File: config.mk
export PLATFORM = sky130hd
export DESIGN_NAME = word_serializer
export DESIGN_NICKNAME = d
export VERILOG_FILES = /design/src/rtl/word_serializer.sv
export SDC_FILE = /design/constraint.sdc
export NUM_CORES = 1
export LEC_CHECK = 0
export ABC_AREA = 1
export CORE_AREA = 4 4 41 43
export DETAILED_ROUTE_END_ITERATION = 16
export DIE_AREA = 0 0 45 47
export MAX_ROUTING_LAYER = met4
export SLEW_MARGIN = 25
export SYNTH_ARGS = -nofsm -noshare
export SYNTH_HDL_FRONTEND = slang
export SYNTH_SLANG_ARGS = --single-unit
File: constraint.sdc
create_clock -name clk -period 0.9 [get_ports clk]
set_input_delay 0.225 -clock clk [delete_from_list [all_inputs] [get_ports clk]]
set_output_delay 0.225 -clock clk [all_outputs]
set_load 0.005 [all_outputs]
File: src/rtl/word_serializer.sv
// Parallel-to-serial unloader: captures {flag, data} and shifts it out LSB first,
// one bit per accepted handshake, with a one-cycle done pulse after the flag bit.
module word_serializer #(
  parameter int unsigned size = 2,
  parameter int unsigned CW   = $clog2(size + 2)
) (
  input  logic            clk,
  input  logic            rst,
  input  logic            start,
  input  logic [size-1:0] inputData,
  input  logic            inputData_,
  input  logic            outReady,
  output logic            outBit,
  output logic            outValid,
  output logic            busy,
  output logic            done
);

  typedef enum logic [1:0] {
    S_IDLE  = 2'd0,
    S_SHIFT = 2'd1,
    S_DONE  = 2'd2
  } state_t;

  state_t          r_state;
  state_t          w_state_nxt;
  logic [size:0]   r_sr;
  logic [size:0]   w_sr_nxt;
  logic [CW-1:0]   r_count;
  logic [CW-1:0]   w_count_nxt;
  logic            r_out_bit;
  logic            r_out_valid;
  logic            r_busy;
  logic            r_done;
  logic            w_hs;

  assign w_hs = (r_state == S_SHIFT) & outReady;

  // Next-state and datapath update.
  always_comb begin
    w_state_nxt = r_state;
    w_sr_nxt    = r_sr;
    w_count_nxt = r_count;
    case (r_state)
      S_IDLE: begin
        if (start) begin
          w_sr_nxt    = {inputData_, inputData};
          w_count_nxt = '0;
          w_state_nxt = S_SHIFT;
        end
      end
      S_SHIFT: begin
        if (w_hs) begin
          w_sr_nxt    = r_sr >> 1;
          w_count_nxt = r_count + CW'(1);
          if (r_count == CW'(size)) begin
            w_state_nxt = S_DONE;
          end
        end
      end
      S_DONE: begin
        w_state_nxt = S_IDLE;
      end
      default: begin
        w_state_nxt = S_IDLE;
      end
    endcase
  end

  always_ff @(posedge clk) begin
    if (rst) begin
      r_state <= S_IDLE;
    end else begin
      r_state <= w_state_nxt;
    end
  end

  // Outputs are registered from the next state so they line up with the state register.
  always_ff @(posedge clk) begin
    if (rst) begin
      r_sr        <= '0;
      r_count     <= '0;
      r_out_bit   <= 1'b0;
      r_out_valid <= 1'b0;
      r_busy      <= 1'b0;
      r_done      <= 1'b0;
    end else begin
      r_sr        <= w_sr_nxt;
      r_count     <= w_count_nxt;
      r_out_valid <= (w_state_nxt == S_SHIFT);
      r_out_bit   <= (w_state_nxt == S_SHIFT) & w_sr_nxt[0];
      r_busy      <= (w_state_nxt != S_IDLE);
      r_done      <= (w_state_nxt == S_DONE);
    end
  end

  assign outBit   = r_out_bit;
  assign outValid = r_out_valid;
  assign busy     = r_busy;
  assign done     = r_done;

endmodule

==> impl_metrics.json <==
{
  "grt_max_degree": 7,
  "grt_pass1_vias": 445,
  "powerDensity_mw_per_mm2": 1530,
  "rsz0062_at_grt": "true",
  "leakagePower_nw": 0.371,
  "drt-pass1-iter-count": 2,
  "synthToLayoutAreaGrowth_pct": 61.7,
  "max_freq_ghz": 1.01,
  "syn_area_per_cell_um2": 7.07,
  "nNetsFinal": 99,
  "ant_nets": 0,
  "clk_pin_slew_ns": 0.07,
  "cts_sinks": 11,
  "yosysSeqAreaShare_pct": 47.2,
  "place_hpwl_um": 794,
  "crit_required_ns": 1.11,
  "worst-slew-pin-transition_ns": 0.238,
  "synth.area.top_cells": "dfxtp_1 47%, inv_1 11%, nand3_1 8.6%",
  "post-route-util_pct": 58.0,
  "setup_ws_ns": -0.0877,
  "setup_viol": 13,
  "hold_viol": 0,
  "antenna_found_initial": 0,
  "die_h_um": 47,
  "cp.arrival_ns": 1.20,
  "ios": 11,
  "drt_wl_total_um": 1110,
  "cts_tree": "built",
  "wl_per_cell_um": 10.6,
  "slowest_delay_ns": 0.37,
  "initial_utilization_pct": 35.9,
  "synth_cell_types": 13,
  "yosysWarnings": 0,
  "finalCritPeriodShare_pct": 110,
  "skew_ns": 0.00375,
  "synth_top_cell_area_share_pct": 47.2,
  "max_slew_margin_pct": 84.2,
  "end_kind": "register",
  "final_cell_mix": "10 x buf_4, 9 x inv_1, 8 x nand3_1, 8 x nor2_1, 6 x nand2_1",
  "max_cap_viol_count": 0,
  "core_mm2": 0.00130,
  "syn_inst": 66,
  "place_congestion": 0.748,
  "drc": 0,
  "violations": "setup timing",
  "cts_hold_buf": 0,
  "htreeDepth": 1,
  "fin_cells": 105,
  "crit_fanout": 4,
  "io_buffers": 10,
  "crit_slowest_cell": "dfxtp_4",
  "vias": 459,
  "fp.dieW_um": 45,
  "die_area_mm2": 0.00212,
  "dp_cells": 100,
  "critPathKind": "register to register",
  "hp-class": "input pin to register",
  "ir_worst_vdd_v": 0.000915,
  "r2r_setup_slack_ns": -0.09,
  "diodes": 0,
  "grt-ovfl-total": 0,
  "root_buffer": "clkbuf_4",
  "netlist_area_um2": 467,
  "synth_area_leader_cell": "dfxtp_1",
  "path_cells": "nor2_4, buf_4, nand3_1, nand2_1, inv_1, a21oi_1",
  "vias_per_cell": 4.37,
  "insertion_delay_ns": 0.27,
  "final.setup.tns_ns": -0.408,
  "layout_commonest_cell": "buf_4",
  "status": "finished, violations left",
  "drv_slew": 0,
  "grt_pass1_wl_um": 1830,
  "cts_buffers": 3,
  "ys_ff_latch": 11,
  "final_layout_size_suffix_gt1_share_pct": 46.7,
  "synth_fp_nets": 74,
  "hold_ws_ns": 0.462,
  "post-route-min-period_ns": 0.988,
  "rows": 13,
  "dr.first_iter.drc_count": 3,
  "cts.path.max_buffers": 2,
  "startpoint_type": "register",
  "grtUsageTotal_pct": 12.9,
  "finalPower_mw": 1.16
}
Yosys cell counts:
cell type / number
o21ai_0: 2
dfxtp_1: 11
nand3_1: 8
nand2_2: 2
nand2_1: 9
clkbuf_1: 1
a21oi_1: 4
nor2_2: 2
ha_1: 1
o21ai_1: 1
nor3_1: 2
inv_1: 14
nor2_1: 9
per-layer routing:
metal	global-route usage (%)	part of all wire, %	up-vias
met2	18.4	45	11
met1	15.0	46	193
met3	3.45	6.0	5
met4	10.5	3.7	0
li1	-	-	250
met5	-	0	-
final timing paths:
| path | from | to | depth (start not counted) |
|---|---|---|---|
| max | r_state[0]$_SDFF_PP0_ | r_sr[1]$_SDFFE_PP0P_ | 6 |
| min reg2reg | r_sr[1]$_SDFFE_PP0P_ | r_sr[1]$_SDFFE_PP0P_ | 2 |
| max reg2reg | r_state[0]$_SDFF_PP0_ | r_sr[1]$_SDFFE_PP0P_ | 6 |
| min | outReady | r_state[1]$_SDFF_PP0_ | 3 |
stage by stage:
stage	setup WS, ns	instance area (um^2)
final	-0.0877	754
after global routing	-0.139	754
after CTS	-0.0829	706
after detailed placement	-0.387	683
after global placement	-0.376	683
after floorplan	-0.000832	493
power breakdown:
group,internal (mW),switching (mW),total (mW)
Combinational,0.134,0.132,0.266
Clock,0.172,0.168,0.340
Sequential,0.526,0.0246,0.551
Total,0.832,0.325,1.16
critical path, delay by kind of cell, from the launching register on:
family | cells | cell delay (ns)
buffers and inverters | 2 | 0.17
and+or+nand+nor | 3 | 0.28
DFF | 1 | 0.37
AOI/OAI and AO/OA | 1 | 0.11
repair_timing:
item / in CTS / in global routing
buffers inserted: 1 / 0
pin swaps: 3 / 3
resized for setup: 23 / 16
endpoints found under the setup margin: 15 / 15
final cells by class:
class | count | area, um^2
flip-flops and latches | 11 | 230
well taps | 15 | 18.8
fillers | 125 | 547
inverters | 14 | 55.1
multi-input cells | 40 | 255
clock buffers | 4 | 26.3
repair buffers | 21 | 169
kinds of logic (layout without fill, tap and decap cells):
group           count (synthesis)  count (layout)  share of synthesized area, %
buf+inv                        15              39                          12.1
flops                          11              11                          47.2
simple gates                   32              32                          30.6
fa+ha+maj                       1               1                          2.68
compound gates                  7               7                          7.51
registers in the layout, indices dropped and copies added, names as in the netlist:
signal	flops
r_sr	3
r_count	2
done	1
outValid	1
busy	1
r_state	2
outBit	1
No activity file was read; power rests on OpenSTA's default activity.
